### config.mk
export PLATFORM = sky130hd
export DESIGN_NAME = cr16_alu_ctrl
export DESIGN_NICKNAME = d
export VERILOG_FILES = /design/src/rtl/cr16_pkg.sv /design/src/rtl/cr16_decoder.sv /design/src/rtl/cr16_alu_ctrl.sv
export SDC_FILE = /design/constraint.sdc
export NUM_CORES = 1
export LEC_CHECK = 0
export BUFFER_PORTS_ARGS = -buffer_cell sky130_fd_sc_hd__buf_4
export CAP_MARGIN = 20
export CORE_UTILIZATION = 48
export CTS_CLUSTER_DIAMETER = 40
export DETAILED_ROUTE_END_ITERATION = 7
export PLACE_DENSITY = 0.83
export SLEW_MARGIN = 20
export SYNTH_ARGS = -nofsm -noshare
export SYNTH_HDL_FRONTEND = slang
export SYNTH_HIERARCHICAL = 1
export SYNTH_SLANG_ARGS = --single-unit
### constraint.sdc
create_clock -name I_CLK -period 2.6 [get_ports I_CLK]
set_clock_uncertainty 0.15 [all_clocks]
set_input_delay 0.52 -clock I_CLK [delete_from_list [all_inputs] [get_ports I_CLK]]
set_output_delay 0.52 -clock I_CLK [all_outputs]
set_load 0.01 [all_outputs]
### src/rtl/cr16_pkg.sv
// Shared definitions for the CR16 ALU controller: instruction fields, op/ext
// encodings, ALU opcodes, status bit indices and decoded-control types.
package cr16_pkg;

   // Instruction field positions
   localparam int OP_HI  = 15;
   localparam int OP_LO  = 12;
   localparam int RD_HI  = 11;
   localparam int RD_LO  = 8;
   localparam int EXT_HI = 7;
   localparam int EXT_LO = 4;
   localparam int RS_HI  = 3;
   localparam int RS_LO  = 0;
   localparam int IMM_HI = 7;
   localparam int IMM_LO = 0;

   // Operation codes: the ext field in register form, the op field in immediate form
   localparam logic [3:0] CODE_REG   = 4'b0000;
   localparam logic [3:0] CODE_AND   = 4'b0001;
   localparam logic [3:0] CODE_OR    = 4'b0010;
   localparam logic [3:0] CODE_XOR   = 4'b0011;
   localparam logic [3:0] CODE_ADD   = 4'b0101;
   localparam logic [3:0] CODE_ADDU  = 4'b0110;
   localparam logic [3:0] CODE_ADDC  = 4'b0111;
   localparam logic [3:0] CODE_SHIFT = 4'b1000;
   localparam logic [3:0] CODE_SUB   = 4'b1001;
   localparam logic [3:0] CODE_CMP   = 4'b1011;
   localparam logic [3:0] CODE_MOV   = 4'b1101;

   // ALU opcodes
   localparam logic [3:0] ALU_ADD  = 4'd0;
   localparam logic [3:0] ALU_ADDU = 4'd1;
   localparam logic [3:0] ALU_ADDC = 4'd2;
   localparam logic [3:0] ALU_SUB  = 4'd4;
   localparam logic [3:0] ALU_AND  = 4'd6;
   localparam logic [3:0] ALU_OR   = 4'd7;
   localparam logic [3:0] ALU_XOR  = 4'd8;
   localparam logic [3:0] ALU_LSH  = 4'd10;
   localparam logic [3:0] ALU_RSH  = 4'd11;

   // Status / PSR bit indices
   localparam int ST_C = 0;
   localparam int ST_L = 1;
   localparam int ST_F = 2;
   localparam int ST_Z = 3;
   localparam int ST_N = 4;

   typedef enum logic [1:0] {A_RSRC, A_IMM, A_RDEST} a_sel_e;
   typedef enum logic [1:0] {B_RDEST, B_IMM, B_ZERO} b_sel_e;

   typedef struct packed {
      logic [3:0] opcode;
      a_sel_e     a_sel;
      b_sel_e     b_sel;
      logic       wb_en;
      logic       psr_en;
   } ctrl_t;

   typedef enum logic [1:0] {S_IDLE, S_EXEC, S_WB} state_e;

endpackage

### src/rtl/cr16_decoder.sv
// Combinational CR16 instruction decoder. Shift decode (op 1000) exists only
// when CR16_SHIFT_EN is defined; otherwise that encoding is illegal.
module cr16_decoder
   import cr16_pkg::*;
#(
   parameter int P_WIDTH = 16
) (
   input  logic [15:0]        i_instr,
   input  logic               i_carry,
   output ctrl_t              o_ctrl,
   output logic [P_WIDTH-1:0] o_imm,
   output logic               o_illegal
);

   logic [3:0] w_op;
   logic [3:0] w_ext;
   logic [3:0] w_code;
   logic       w_reg_form;
   logic       w_sext;

   assign w_op       = i_instr[OP_HI:OP_LO];
   assign w_ext      = i_instr[EXT_HI:EXT_LO];
   assign w_reg_form = (w_op == CODE_REG);
   assign w_code     = w_reg_form ? w_ext : w_op;

   always_comb begin
      // NOTE: every output gets a default before any branch so no latch is inferred.
      o_ctrl.opcode = ALU_ADD;
      o_ctrl.a_sel  = w_reg_form ? A_RSRC : A_IMM;
      o_ctrl.b_sel  = B_RDEST;
      o_ctrl.wb_en  = 1'b1;
      o_ctrl.psr_en = 1'b1;
      o_imm         = {{(P_WIDTH-8){1'b0}}, i_instr[IMM_HI:IMM_LO]};
      o_illegal     = 1'b0;
      w_sext        = 1'b0;

      if (!w_reg_form && (w_op == CODE_SHIFT)) begin
`ifdef CR16_SHIFT_EN
         if (i_instr[7:5] == 3'b000) begin
            o_ctrl.opcode = i_instr[4] ? ALU_RSH : ALU_LSH;
            o_ctrl.a_sel  = A_RDEST;
            o_ctrl.b_sel  = B_IMM;
            o_imm         = {{(P_WIDTH-4){1'b0}}, i_instr[3:0]};
         end else begin
            o_illegal = 1'b1;
         end
`else
         o_illegal = 1'b1;
`endif
      end else begin
         case (w_code)
            CODE_AND:  o_ctrl.opcode = ALU_AND;
            CODE_OR:   o_ctrl.opcode = ALU_OR;
            CODE_XOR:  o_ctrl.opcode = ALU_XOR;
            CODE_ADDU: o_ctrl.opcode = ALU_ADDU;
            CODE_ADD: begin
               o_ctrl.opcode = ALU_ADD;
               w_sext        = 1'b1;
            end
            CODE_ADDC: begin
               o_ctrl.opcode = i_carry ? ALU_ADDC : ALU_ADD;
               w_sext        = 1'b1;
            end
            CODE_SUB: begin
               o_ctrl.opcode = ALU_SUB;
               w_sext        = 1'b1;
            end
            CODE_CMP: begin
               o_ctrl.opcode = ALU_SUB;
               o_ctrl.wb_en  = 1'b0;
               w_sext        = 1'b1;
            end
            CODE_MOV: begin
               // OR against a zero B operand passes A straight through
               o_ctrl.opcode = ALU_OR;
               o_ctrl.b_sel  = B_ZERO;
               o_ctrl.psr_en = 1'b0;
            end
            default: o_illegal = 1'b1;
         endcase
         if (w_sext && !w_reg_form)
            o_imm = {{(P_WIDTH-8){i_instr[7]}}, i_instr[IMM_HI:IMM_LO]};
      end

      if (o_illegal) begin
         o_ctrl.wb_en  = 1'b0;
         o_ctrl.psr_en = 1'b0;
      end
   end

endmodule

### src/rtl/cr16_alu_ctrl.sv
// CR16 ALU controller: IDLE -> EXEC -> WB sequencer around cr16_decoder.
// Optional shift instructions are enabled with the CR16_SHIFT_EN macro.
module cr16_alu_ctrl
   import cr16_pkg::*;
#(
   parameter int P_WIDTH = 16
) (
   input  logic               I_CLK,
   input  logic               I_NRESET,
   input  logic               I_INSTR_VALID,
   output logic               O_INSTR_READY,
   input  logic [15:0]        I_INSTR,
   output logic [3:0]         O_RDEST_ADDR,
   output logic [3:0]         O_RSRC_ADDR,
   input  logic [P_WIDTH-1:0] I_RDEST_DATA,
   input  logic [P_WIDTH-1:0] I_RSRC_DATA,
   output logic               O_ALU_ENABLE,
   output logic [3:0]         O_ALU_OPCODE,
   output logic [P_WIDTH-1:0] O_ALU_A,
   output logic [P_WIDTH-1:0] O_ALU_B,
   input  logic [P_WIDTH-1:0] I_ALU_C,
   input  logic [4:0]         I_ALU_STATUS,
   output logic               O_WB_EN,
   output logic [3:0]         O_WB_ADDR,
   output logic [P_WIDTH-1:0] O_WB_DATA,
   output logic [4:0]         O_PSR,
   output logic               O_ILLEGAL
);

   state_e             r_state;
   state_e             w_next;
   logic               r_ready;
   logic               r_illegal;
   logic [3:0]         r_rdest;
   logic [3:0]         r_rsrc;
   ctrl_t              r_ctrl;
   logic [P_WIDTH-1:0] r_imm;
   logic [4:0]         r_psr;

   ctrl_t              w_dec_ctrl;
   logic [P_WIDTH-1:0] w_dec_imm;
   logic               w_dec_illegal;
   logic               w_accept;

   // Carry is stable between accept and EXEC, so decoding at accept time is safe
   cr16_decoder #(.P_WIDTH(P_WIDTH)) u_decoder (
      .i_instr   (I_INSTR),
      .i_carry   (r_psr[ST_C]),
      .o_ctrl    (w_dec_ctrl),
      .o_imm     (w_dec_imm),
      .o_illegal (w_dec_illegal)
   );

   assign w_accept = I_INSTR_VALID & r_ready;

   always_ff @(posedge I_CLK or negedge I_NRESET) begin
      if (!I_NRESET) begin
         r_state <= S_IDLE;
         r_ready <= 1'b0;
      end else begin
         // NOTE: sequential state uses non-blocking assignments so every flop samples pre-edge values.
         r_state <= w_next;
         r_ready <= (w_next == S_IDLE);
      end
   end

   always_ff @(posedge I_CLK or negedge I_NRESET) begin
      if (!I_NRESET) begin
         r_illegal <= 1'b0;
         r_rdest   <= '0;
         r_rsrc    <= '0;
         r_ctrl    <= '0;
         r_imm     <= '0;
         r_psr     <= '0;
      end else begin
         r_illegal <= w_accept & w_dec_illegal;
         if (w_accept) begin
            r_rdest <= I_INSTR[RD_HI:RD_LO];
            r_rsrc  <= I_INSTR[RS_HI:RS_LO];
            r_ctrl  <= w_dec_ctrl;
            r_imm   <= w_dec_imm;
         end
         if ((r_state == S_WB) && r_ctrl.psr_en)
            r_psr <= I_ALU_STATUS;
      end
   end

   always_comb begin
      w_next       = r_state;
      O_ALU_ENABLE = 1'b0;
      O_ALU_OPCODE = '0;
      O_ALU_A      = '0;
      O_ALU_B      = '0;
      O_WB_EN      = 1'b0;
      O_WB_ADDR    = '0;
      O_WB_DATA    = '0;

      case (r_state)
         S_IDLE: begin
            if (w_accept && !w_dec_illegal)
               w_next = S_EXEC;
         end
         S_EXEC: begin
            w_next       = S_WB;
            O_ALU_ENABLE = 1'b1;
            O_ALU_OPCODE = r_ctrl.opcode;
            case (r_ctrl.a_sel)
               A_RSRC:  O_ALU_A = I_RSRC_DATA;
               A_IMM:   O_ALU_A = r_imm;
               A_RDEST: O_ALU_A = I_RDEST_DATA;
               default: O_ALU_A = '0;
            endcase
            case (r_ctrl.b_sel)
               B_RDEST: O_ALU_B = I_RDEST_DATA;
               B_IMM:   O_ALU_B = r_imm;
               default: O_ALU_B = '0;
            endcase
         end
         S_WB: begin
            w_next    = S_IDLE;
            O_WB_EN   = r_ctrl.wb_en;
            O_WB_ADDR = r_rdest;
            O_WB_DATA = I_ALU_C;
         end
         default: w_next = S_IDLE;
      endcase
   end

   assign O_INSTR_READY = r_ready;
   assign O_ILLEGAL     = r_illegal;
   assign O_PSR         = r_psr;
   assign O_RDEST_ADDR  = r_rdest;
   assign O_RSRC_ADDR   = r_rsrc;

endmodule

==> metrics.yaml, run 1 <==
grt:
  grt_pass1_vias: 2399
  grt_start_max_net_pins: 49
  gr-usage-met1_pct: 26.39
  grt-busiest-layer: "met2"
  met2_usage_pct: 38.32
  grt.overflow.total: 0
  grt_usage_pct: 21.96
  grt_pass1_wl_mm: 11.12
  met3_usage_pct: 4.607
  antenna_found_initial: 0
route:
  routedWlPerCell_um: 15.10
  drc: 0
  first_pass_iters: 4
  vias: 2527
  drt-initial-drc-count: 95
  postRouteAntennaNets: 0
  wirelength_mm: 7.216
  viasPerCell: 5.287
pwr:
  p_leak_nw: 1.901
  switching_share_pct: 33.06
  seqPwrFrac_pct: 39.9
  vdd_drop_max_mv: 0.4170
  switchingPower_mw: 0.7619
  intPower_mw: 1.543
  combPwrFrac_pct: 42.1
  clkPwrFrac_pct: 18.0
  powerDensity_nw_per_um2: 570.2
flow_run:
  max_cap_violations: 0
logic_synthesis:
  yosys_register_bits: 43
  yosys_warnings: 6
  synthArstFlopShare_pct: 100.0
  synth_cells: 285
  syn_area_per_cell_um2: 10.55
  yosys_most_used_dff: "dfrtp_1"
  synth_area_um2: 3007
  synth-edff-count: 0
  seq_area_frac_synth_pct: 35.79
  synth_cell_type_count: 44
placed_design:
  post-place-cells: 471
  dp.final_hpwl_mm: 5.438
  io_buffers: 144
  gp_congestion: 0.8155
  dpl_cell_area_um2: 3955
  pre_cts_slack_ps: 577.9
finish:
  stdcell_count: 478
  antenna_cells: 0
  drive_above_1_share_pct: 54.09
  design_area_um2: 4043
  nFillCells: 512
  syn_to_final_growth_pct: 34.46
  finalNetCount: 475
floorplanning:
  coreArea_um2: 5991
  io_pins: 145
  die-area_um2: 6585
  die_y_um: 81.15
  initial_core_util_pct: 50.19
  fp.dieW_um: 81.15
  rows: 28
clock_network:
  clk_pin_slew_ps: 70
  cts_tree: "yes"
  cts_resized: 0
  cts-root-buf: "clkbuf_8"
  cts_htree_levels: 2
  numCtsBuffers: 5
  cts.path.max_buffers: 2
  cts_setup_buffers: 0
  worstSkewPairLatency_ps: 290
  cts_sinks: 43
  hold_buffers: 0
timing:
  tns_ps: 0
  finalHoldViolations: 0
  setup-violations-final: 0
  rsz0062_at_grt: "false"
  slew_headroom_pct: 45.04
  fmax_mhz: 430.2
  setup_ws_ps: 275.5
  fin_crit_ps: 2325
  final_max_slew_viol_count: 0
  fin_crit_sh_pct: 89.41
  worst_pin_slew_ps: 821.4
critical_path:
  worstPathCellList: "buf_4, nor2b_1, a211oi_1, a211oi_1, buf_4"
  worst-setup-path-type: "reg -> out"
  arrival_ps: 1650
  max_stage_delay_ps: 370
  worstPathMaxFanout: 48
  start_kind: "register"
  critPathTopFamily: "buffers and inverters"
  crit_path_top_delay_cell: "buf_4"
  path_depth: 5
  required_ps: 1930
  worst-path-buf-inv: 2
  r2r_cells: 3
  critPathCaptureType: "primary output"
hold_path:
  hold_class: "in -> async"
run_status:
  status: "completed"
## cell type report
cell class                      count  area, um2  share of cell area, %
Clock inverter                      1      5.005                 0.1238
Clock buffer                        6      82.58                  2.043
Multi-Input combinational cell    202       1658                  41.01
Tap cell                           75      93.84                  2.321
Sequential cell                    43       1076                  26.62
Inverter                            3      16.27                 0.4024
Timing Repair Buffer              148       1111                  27.48
## final timing paths
kind | start | to | slack (ps)
worst min-delay path | I_NRESET | r_imm[12] | 70
worst max-delay path | r_ctrl[4] | O_ALU_A[13] | 280
worst max register to register | r_state[0] | O_PSR[2] | 780
worst min register to register | r_state[1] | r_state[0] | 320
max in group asynchronous | I_NRESET | r_ctrl[3] | 1860
min in group I_CLK | I_ALU_STATUS[4] | O_PSR[4] | 310
## per-stage QoR
stage	hold WS [ps]	utilization, %	power (mW)
after global placement	303.6	66.02	1.877
after detailed placement	310.4	66.02	1.909
after global routing	99.30	67.48	2.442
after floorplan	74.41	-	1.525
after CTS	80.78	67.48	2.335
final	69.22	67.48	2.305
## registers in the layout, indices dropped and copies added, names as in the netlist
| name | cells |
|---|---|
| r_ctrl | 10 |
| O_RDEST_ADDR | 4 |
| O_PSR | 5 |
| r_state | 2 |
| r_imm | 16 |
| O_RSRC_ADDR | 4 |
| O_ILLEGAL | 1 |
| O_INSTR_READY | 1 |
## routing by layer
layer	vias to the layer above	part of all wire (%)
met4	0	1.5
met3	11	6.0
met1	1195	43
met2	98	49
met5	-	0
li1	1223	-
## placed cells by master, fill, tap and decap left out, types with 6 or more instances in the layout
| master | Yosys | final |
|---|---|---|
| buf_4 | 20 | 148 |
| dfrtp_1 | 43 | 43 |
| mux2_2 | 39 | 39 |
| a211oi_1 | 32 | 32 |
| and2_1 | 25 | 25 |
| nand2b_1 | 17 | 17 |
| nor2b_1 | 16 | 16 |
| mux2i_1 | 16 | 16 |
| nor2_4 | 10 | 10 |
| nor2_1 | 9 | 9 |
| clkbuf_8 | 0 | 6 |
## Yosys cell counts (2+ instances only)
cell type / n / area, um2
dfrtp_1: 43 / 1076
mux2_2: 39 / 439.2
a211oi_1: 32 / 240.2
and2_1: 25 / 156.4
buf_4: 20 / 150.1
nand2b_1: 17 / 106.4
mux2i_1: 16 / 160.2
nor2b_1: 16 / 100.1
nor2_4: 10 / 112.6
nor2_1: 9 / 33.78
buf_2: 8 / 40.04
clkbuf_1: 6 / 22.52
nand2_1: 4 / 15.01
a21oi_1: 3 / 15.01
nand4_1: 3 / 18.77
a31o_4: 2 / 35.03
and3_1: 2 / 12.51
buf_6: 2 / 22.52
inv_1: 2 / 7.510
nor2_2: 2 / 12.51
## worst reg2reg max path, stage by stage (launching register included)
cell and delay (ps):
dfrtp_1 410, and2b_1 550, nand2_1 270, mux2_2 330
## power groups by stage
stage | sequential (mW) | combinational (mW) | clock, mW
after floorplan | 0.941 | 0.585 | 0
after global placement | 0.925 | 0.952 | 0
after detailed placement | 0.933 | 0.976 | 0
after CTS | 0.920 | 0.979 | 0.436
after global routing | 0.941 | 1.04 | 0.458
final | 0.920 | 0.970 | 0.415
## cell families (layout without fill, tap and decap cells)
| family | Yosys count | after routing | share of synthesized area, % |
|---|---|---|---|
| AND/OR/NAND/NOR | 99 | 99 | 22.14 |
| multiplexers | 55 | 55 | 19.93 |
| AO/OA/AOI/OAI | 43 | 43 | 11.86 |
| flip-flops | 43 | 43 | 35.79 |
| buffers and inverters | 41 | 158 | 9.197 |
| XOR/XNOR | 2 | 2 | 0.5827 |
| adder cells (fa/ha/maj) | 1 | 1 | 0.3745 |
| other | 1 | 2 | 0.1247 |
(Power assumes the default switching activity.)
==> run 2: changes to the inputs <==
--- a/config.mk
+++ b/config.mk
@@ -5,12 +5,13 @@
 export SDC_FILE = /design/constraint.sdc
 export NUM_CORES = 1
 export LEC_CHECK = 0
+export ABC_AREA = 1
 export BUFFER_PORTS_ARGS = -buffer_cell sky130_fd_sc_hd__buf_4
 export CAP_MARGIN = 20
-export CORE_UTILIZATION = 48
+export CORE_UTILIZATION = 51
 export CTS_CLUSTER_DIAMETER = 40
 export DETAILED_ROUTE_END_ITERATION = 7
-export PLACE_DENSITY = 0.83
+export PLACE_DENSITY = 0.87
 export SLEW_MARGIN = 20
 export SYNTH_ARGS = -nofsm -noshare
 export SYNTH_HDL_FRONTEND = slang
==> run 2 against run 1 <==
  * Hold slack got worse by 24 ps
  * Routed wire length is 6.6% higher
  * Die area down 4.8%
  * Count of clock-buffer cells in the layout up 1
  * Critical endpoint is now O_ALU_A[9]
  * Highest routed layer unchanged
==> metrics.yaml, run 2 <==
finish:
  final_common_cell: "buf_4"  # unchanged
  antenna_cells: 0  # unchanged
  stdcell_count: 654  # was 478
  drive_above_1_share_pct: 30.24  # was 54.09%
  design_area_um2: 4049  # was 4043 um2
  finalNetCount: 653  # was 475
  layout_common_cells: "buf_4, nand2_1, nand3_1"  # was buf_4, dfrtp_1, mux2_2
  top_register: "r_imm"  # unchanged
  syn_to_final_growth_pct: 33.33  # was 34.46%
  largest_register_ffs: 16  # unchanged
placed_design:
  io_buffers: 144  # unchanged
  gp_congestion: 0.9017  # was 0.8155
  post-place-cells: 646  # was 471
  dpl_cell_area_um2: 3945  # was 3955 um2
  dp.final_hpwl_mm: 6.024  # was 5.438 mm
  pre_cts_slack_ps: 454.7  # was 577.9 ps
logic_synthesis:
  yosys_most_used_dff: "dfrtp_1"  # unchanged
  synth_cells: 466  # was 285
  yosys_warnings: 6  # unchanged
  synth-edff-count: 0  # unchanged
  synth.most_common_cell: "nand2_1"  # was dfrtp_1
  synthArstFlopShare_pct: 100.0  # unchanged
  synth.area.top_cells: "dfrtp_1, nand2_1, nand3_1"  # was dfrtp_1, mux2_2, a211oi_1
  seq_area_frac_synth_pct: 35.43  # was 35.79%
  synth_area_um2: 3037  # was 3007 um2
  yosys_register_bits: 43  # unchanged
  yosys.area.top_type: "dfrtp_1"  # unchanged
  synth_cell_type_count: 22  # was 44
  synth_common_cells: "nand2_1, nand3_1, inv_1"  # was dfrtp_1, mux2_2, a211oi_1
  syn_area_per_cell_um2: 6.516  # was 10.55 um2
  synth_top_area_share_pct: 35.43  # was 35.79%
hold_path:
  hold_class: "in -> async"  # unchanged
timing:
  setup_ws_ps: 164.6  # was 275.5 ps
  tns_ps: 0  # unchanged
  setup-violations-final: 0  # unchanged
  worst_pin_slew_ps: 718.1  # was 821.4 ps
  slew_headroom_pct: 52.12  # was 45.04%
  fin_crit_sh_pct: 93.67  # was 89.41%
  fin_crit_ps: 2435  # was 2325 ps
  final_max_slew_viol_count: 0  # unchanged
  rsz0062_at_grt: "false"  # unchanged
  fmax_mhz: 410.6  # was 430.2 MHz
  finalHoldViolations: 0  # unchanged
route:
  routedWlPerCell_um: 11.76  # was 15.10 um
  wirelength_mm: 7.691  # was 7.216 mm
  drc: 0  # unchanged
  drt-initial-drc-count: 109  # was 95
  viasPerCell: 4.872  # was 5.287
  postRouteAntennaNets: 0  # unchanged
  vias: 3186  # was 2,527
  first_pass_iters: 4  # unchanged
pwr:
  vdd_drop_max_mv: 0.6616  # was 0.4170 mV
  intPower_mw: 1.476  # was 1.543 mW
  p_leak_nw: 2.431  # was 1.901 nW
  switchingPower_mw: 0.8897  # was 0.7619 mW
  switching_share_pct: 37.61  # was 33.06%
  combPwrFrac_pct: 38.4  # was 42.1%
  powerDensity_nw_per_um2: 584.3  # was 570.2 nW/um2
  seqPwrFrac_pct: 41.9  # was 39.9%
  clkPwrFrac_pct: 19.7  # was 18.0%
grt:
  grt.overflow.total: 0  # unchanged
  grt_pass1_vias: 3005  # was 2,399
  grt_pass1_wl_mm: 13.05  # was 11.12 mm
  grt_start_max_net_pins: 44  # was 49
  grt_usage_pct: 25.58  # was 21.96%
  antenna_found_initial: 0  # unchanged
floorplanning:
  initial_core_util_pct: 54.15  # was 50.19%
  die-area_um2: 6267  # was 6585 um2
  io_pins: 145  # unchanged
  rows: 27  # was 28
  fp.dieW_um: 79.17  # was 81.15 um
  coreArea_um2: 5608  # was 5991 um2
  die_y_um: 79.17  # was 81.15 um
clock_network:
  cts_sinks: 43  # unchanged
  cts.path.max_buffers: 2  # unchanged
  worstSkewPairLatency_ps: 300  # was 290 ps
  clk_pin_slew_ps: 80  # was 70 ps
  cts_tree: "yes"  # unchanged
  numCtsBuffers: 5  # unchanged
  cts_resized: 0  # unchanged
  hold_buffers: 0  # unchanged
  cts-root-buf: "clkbuf_8"  # unchanged
  cts_setup_buffers: 0  # unchanged
  cts_htree_levels: 2  # unchanged
critical_path:
  worst-setup-path-type: "reg -> out"  # unchanged
  arrival_ps: 1770  # was 1650 ps
  required_ps: 1930  # about the same
  worstPathMaxFanout: 18  # was 48
  critPathCaptureType: "primary output"  # unchanged
  start_kind: "register"  # unchanged
flow_run:
  max_cap_violations: 0  # unchanged
run_status:
  status: "completed"  # unchanged
[run 2: changes by cell type in the layout (fill, tap and decap cells not counted), sizes merged, moves of 16 or more]
| cell | before | now |
|---|---|---|
| inv | 2 | 62 |
| nor2b | 16 | 0 |
| mux2 | 39 | 0 |
| nor2 | 21 | 56 |
| and2 | 25 | 1 |
| mux2i | 16 | 0 |
| a211oi | 32 | 0 |
| nand3 | 1 | 78 |
| nand2 | 5 | 148 |
| nand2b | 18 | 0 |
| a21oi | 3 | 32 |
[run 2: power groups by stage]
stage	sequential, mW	combinational, mW	clock, mW
5_1_grt	1.02	1.02	0.499
2_1_floorplan	0.969	0.575	0
6_report	0.991	0.908	0.467
4_1_cts	0.990	0.916	0.473
3_5_place_dp	1.00	0.914	0
3_3_place_gp	0.995	0.887	0
[run 2: cell type report]
| class | count | area [um2] |
|---|---|---|
| Clock buffer | 7 | 96.34 |
| Timing Repair Buffer | 147 | 1104 |
| Clock inverter | 1 | 7.507 |
| Inverter | 62 | 237.7 |
| Multi-Input combinational cell | 322 | 1438 |
| Sequential cell | 43 | 1076 |
| Fill cell | 491 | 1559 |
| Tap cell | 72 | 90.09 |
[run 2: critical path, stage by stage (launching register included)]
cell	delay [ps]
dfrtp_1	810
inv_4	190
nand3_1	130
nand3_1	100
nand2_1	70
inv_1	40
buf_4	130
[run 2: metrics by stage]
step                power [mW]  hold WS (ps)  utilization, %
CTS                      2.379         68.04           72.20
global placement         1.883         305.7           70.35
finish                   2.366         44.79           72.20
floorplan                1.544         74.41               -
detailed placement       1.915         313.0           70.35
global route             2.537         93.50           72.20
[run 2: worst paths after layout]
path	from	end	slack, ps	depth (start not counted)
max	r_ctrl[5]	O_ALU_A[9]	160	6
min reg2reg	r_state[1]	r_state[0]	330	1
min	I_NRESET	O_RSRC_ADDR[3]	40	1
max in group asynchronous	I_NRESET	r_ctrl[8]	1890	1
min in group I_CLK	I_ALU_STATUS[4]	O_PSR[4]	310	3
max reg2reg	O_INSTR_READY	r_ctrl[4]	570	4
[run 2: kinds of logic after synthesis]
family | share of synthesized area (%)
flip-flops | 35.43
AO/OA/AOI/OAI | 6.057
AND/OR/NAND/NOR | 41.04
other | 0.1235
buffers and inverters | 17.35
[run 2: metal layers]
layer	vias to the layer above	routed length (um)	GRT usage, %
met5	-	0	0
met4	0	77	6.364
met3	9	611	5.287
met2	117	3795	46.47
met1	1413	3207	30.57
li1	1647	-	-
==> run 3: changes to the inputs <==
--- a/config.mk
+++ b/config.mk
@@ -6,12 +6,12 @@
 export NUM_CORES = 1
 export LEC_CHECK = 0
 export ABC_AREA = 1
-export BUFFER_PORTS_ARGS = -buffer_cell sky130_fd_sc_hd__buf_4
 export CAP_MARGIN = 20
-export CORE_UTILIZATION = 51
+export CORE_UTILIZATION = 70
 export CTS_CLUSTER_DIAMETER = 40
 export DETAILED_ROUTE_END_ITERATION = 7
-export PLACE_DENSITY = 0.87
+export DONT_BUFFER_PORTS = 1
+export PLACE_DENSITY = 0.86
 export SLEW_MARGIN = 20
 export SYNTH_ARGS = -nofsm -noshare
 export SYNTH_HDL_FRONTEND = slang
==> run 3 against run 2 <==
  * First-iteration DRC count is 71% higher
  * Sequential power is 4% higher
  * Utilization is 0.12 points higher
  * Die area is 27% lower
  * Cell area is 27% lower
  * Critical path depth is 1 lower
  * Maximum frequency is 2.5% higher
  * Combinational power is 35% lower
  * Global-route usage is 2.7 points higher
  * Count of clock-buffer cells in the layout stayed put
  * Critical path type unchanged
  * Highest routed layer unchanged
==> metrics.yaml, run 3 (synthesis results as in run 2) <==
run_status:
  status: "completed"  # unchanged
clock_network:
  cts_sinks: 43  # unchanged
  cts_tree: "yes"  # unchanged
  cts_setup_buffers: 0  # unchanged
  worstSkewPairLatency_ps: 290  # was 300 ps
  cts.path.max_buffers: 2  # unchanged
  cts_htree_levels: 2  # unchanged
  numCtsBuffers: 5  # unchanged
  clk_pin_slew_ps: 80  # about the same
  cts-root-buf: "clkbuf_8"  # unchanged
placed_design:
  dp.final_hpwl_mm: 4.906  # was 6.024 mm
  io_buffers: 0  # was 144
  gp_congestion: 0.9242  # was 0.9017
  pre_cts_slack_ps: 572.7  # was 454.7 ps
  dpl_cell_area_um2: 2844  # was 3945 um2
  post-place-cells: 481  # was 646
finish:
  stdcell_count: 491  # was 654
  layout_common_cells: "nand2_1, nand3_1, inv_1"  # was buf_4, nand2_1, nand3_1
  top_register: "r_imm"  # unchanged
  multiInputGateArea_um2: 1438  # unchanged
  largest_register_ffs: 16  # unchanged
  nFillCells: 377  # was 491
  syn_to_final_growth_pct: -2.678  # was 33.33%
  design_area_um2: 2955  # was 4049 um2
  drive_above_1_share_pct: 7.256  # was 30.24%
  final_common_cell: "nand2_1"  # was buf_4
  antenna_cells: 0  # unchanged
  regArea_um2: 1076  # unchanged
  finalNetCount: 512  # was 653
floorplanning:
  fp.dieW_um: 67.87  # was 79.17 um
  die_y_um: 67.87  # was 79.17 um
  initial_core_util_pct: 74.31  # was 54.15%
  coreArea_um2: 4086  # was 5608 um2
  rows: 23  # was 27
  die-area_um2: 4606  # was 6267 um2
  io_pins: 145  # unchanged
timing:
  fin_crit_sh_pct: 91.43  # was 93.67%
  hold_slack_ps: 209.4  # was 44.79 ps
  worst_pin_slew_ps: 757.5  # was 718.1 ps
  setup-violations-final: 0  # unchanged
  rsz0062_at_grt: "false"  # unchanged
  tns_ps: 0  # unchanged
  final_max_slew_viol_count: 0  # unchanged
  setup_ws_ps: 222.8  # was 164.6 ps
  fmax_mhz: 420.7  # was 410.6 MHz
  finalHoldViolations: 0  # unchanged
  slew_headroom_pct: 49.50  # was 52.12%
  fin_crit_ps: 2377  # was 2435 ps
route:
  viasPerCell: 5.666  # was 4.872
  first_pass_iters: 4  # unchanged
  drt-initial-drc-count: 186  # was 109
  vias: 2782  # was 3,186
  postRouteAntennaNets: 0  # unchanged
  drc: 0  # unchanged
  routedWlPerCell_um: 13.63  # was 11.76 um
  wirelength_mm: 6.694  # was 7.691 mm
critical_path:
  worstPathCellList: "inv_4, nand3_1, nand3_1, nand2_1, inv_1"  # was inv_4, nand3_1, nand3_1, nand2_1, inv_1, buf_4
  start_kind: "register"  # unchanged
  critPathTopFamily: "flip-flops"  # unchanged
  path_depth: 5  # was 6
  critPathCaptureType: "primary output"  # unchanged
  crit_path_top_delay_cell: "dfrtp_1"  # unchanged
  worstPathMaxFanout: 18  # unchanged
  required_ps: 1930  # about the same
  max_stage_delay_ps: 840  # was 810 ps
  r2r_cells: 2  # was 4
  arrival_ps: 1710  # was 1770 ps
  worst-setup-path-type: "reg -> out"  # unchanged
  r2r_slack_ps: 1150  # was 570 ps
  crit_top_cell: "nand3_1"  # unchanged
  worst-path-buf-inv: 2  # was 3
pwr:
  vdd_drop_max_mv: 0.4844  # was 0.6616 mV
  powerDensity_nw_per_um2: 684.8  # was 584.3 nW/um2
  p_leak_nw: 1.714  # was 2.431 nW
grt:
  antenna_found_initial: 0  # unchanged
  grt_pass1_wl_mm: 9.646  # was 13.05 mm
  grt.overflow.total: 0  # unchanged
  grt-busiest-layer: "met2"  # unchanged
  grt_pass1_vias: 2234  # was 3,005
  met3_usage_pct: 7.500  # was 5.287%
  grt_start_max_net_pins: 44  # unchanged
  met2_usage_pct: 48.64  # was 46.47%
  gr-usage-met1_pct: 33.84  # was 30.57%
  grt_usage_pct: 28.32  # was 25.58%
hold_path:
  hold_class: "in -> reg"  # was in -> async
  hold_path_depth: 2
flow_run:
  max_cap_violations: 0  # unchanged
run 3: path summary, 6_finish.rpt:
| check | endpoint | start |
|---|---|---|
| max | O_ALU_A[14] | r_ctrl[4] |
| min | r_imm[2] | I_INSTR[2] |
| max reg2reg | r_ctrl[5] | r_ctrl[5] |
| min reg2reg | r_state[0] | r_state[1] |
| max in group asynchronous | r_ctrl[5] | I_NRESET |
| min in group asynchronous | r_imm[13] | I_NRESET |
run 3: power by group:
part | total, mW | internal (mW) | switching [mW] | leakage [nW]
combinational | 0.591 | 0.183 | 0.408 | 1.15
clock | 0.405 | 0.188 | 0.216 | 0.0422
sequential | 1.03 | 0.829 | 0.200 | 0.526
total | 2.02 | 1.20 | 0.823 | 1.71
run 3: routing by layer:
metal  routed length [um]  share of wire, %  vias to the layer above
met5                    0                 0                        -
met4                  106               1.6                        0
met3                  554               8.3                       13
met2                 3403                51                      125
met1                 2630                39                     1284
li1                     -                 -                     1360
run 3: stage by stage:
step | utilization [%] | total power, mW
4_1_cts | 72.32 | 2.031
6_report | 72.32 | 2.024
3_5_place_dp | 69.60 | 1.612
3_3_place_gp | 69.60 | 1.584
5_1_grt | 72.32 | 2.163
2_1_floorplan | - | 1.544
run 3: area by class of cell:
| type | count | area share, % |
|---|---|---|
| multi-input cells | 322 | 48.65 |
| flip-flops and latches | 43 | 36.41 |
| inverters | 62 | 8.044 |
| clock buffers | 7 | 2.583 |
| well taps | 50 | 2.117 |
| repair buffers | 6 | 2.032 |
| clock inverters | 1 | 0.1693 |
run 3: repair_timing:
item,in CTS,in global routing
hold buffers,2,0
endpoints found under the setup margin,0,0
hold endpoints to repair,43,0
gates resized for setup,0,0
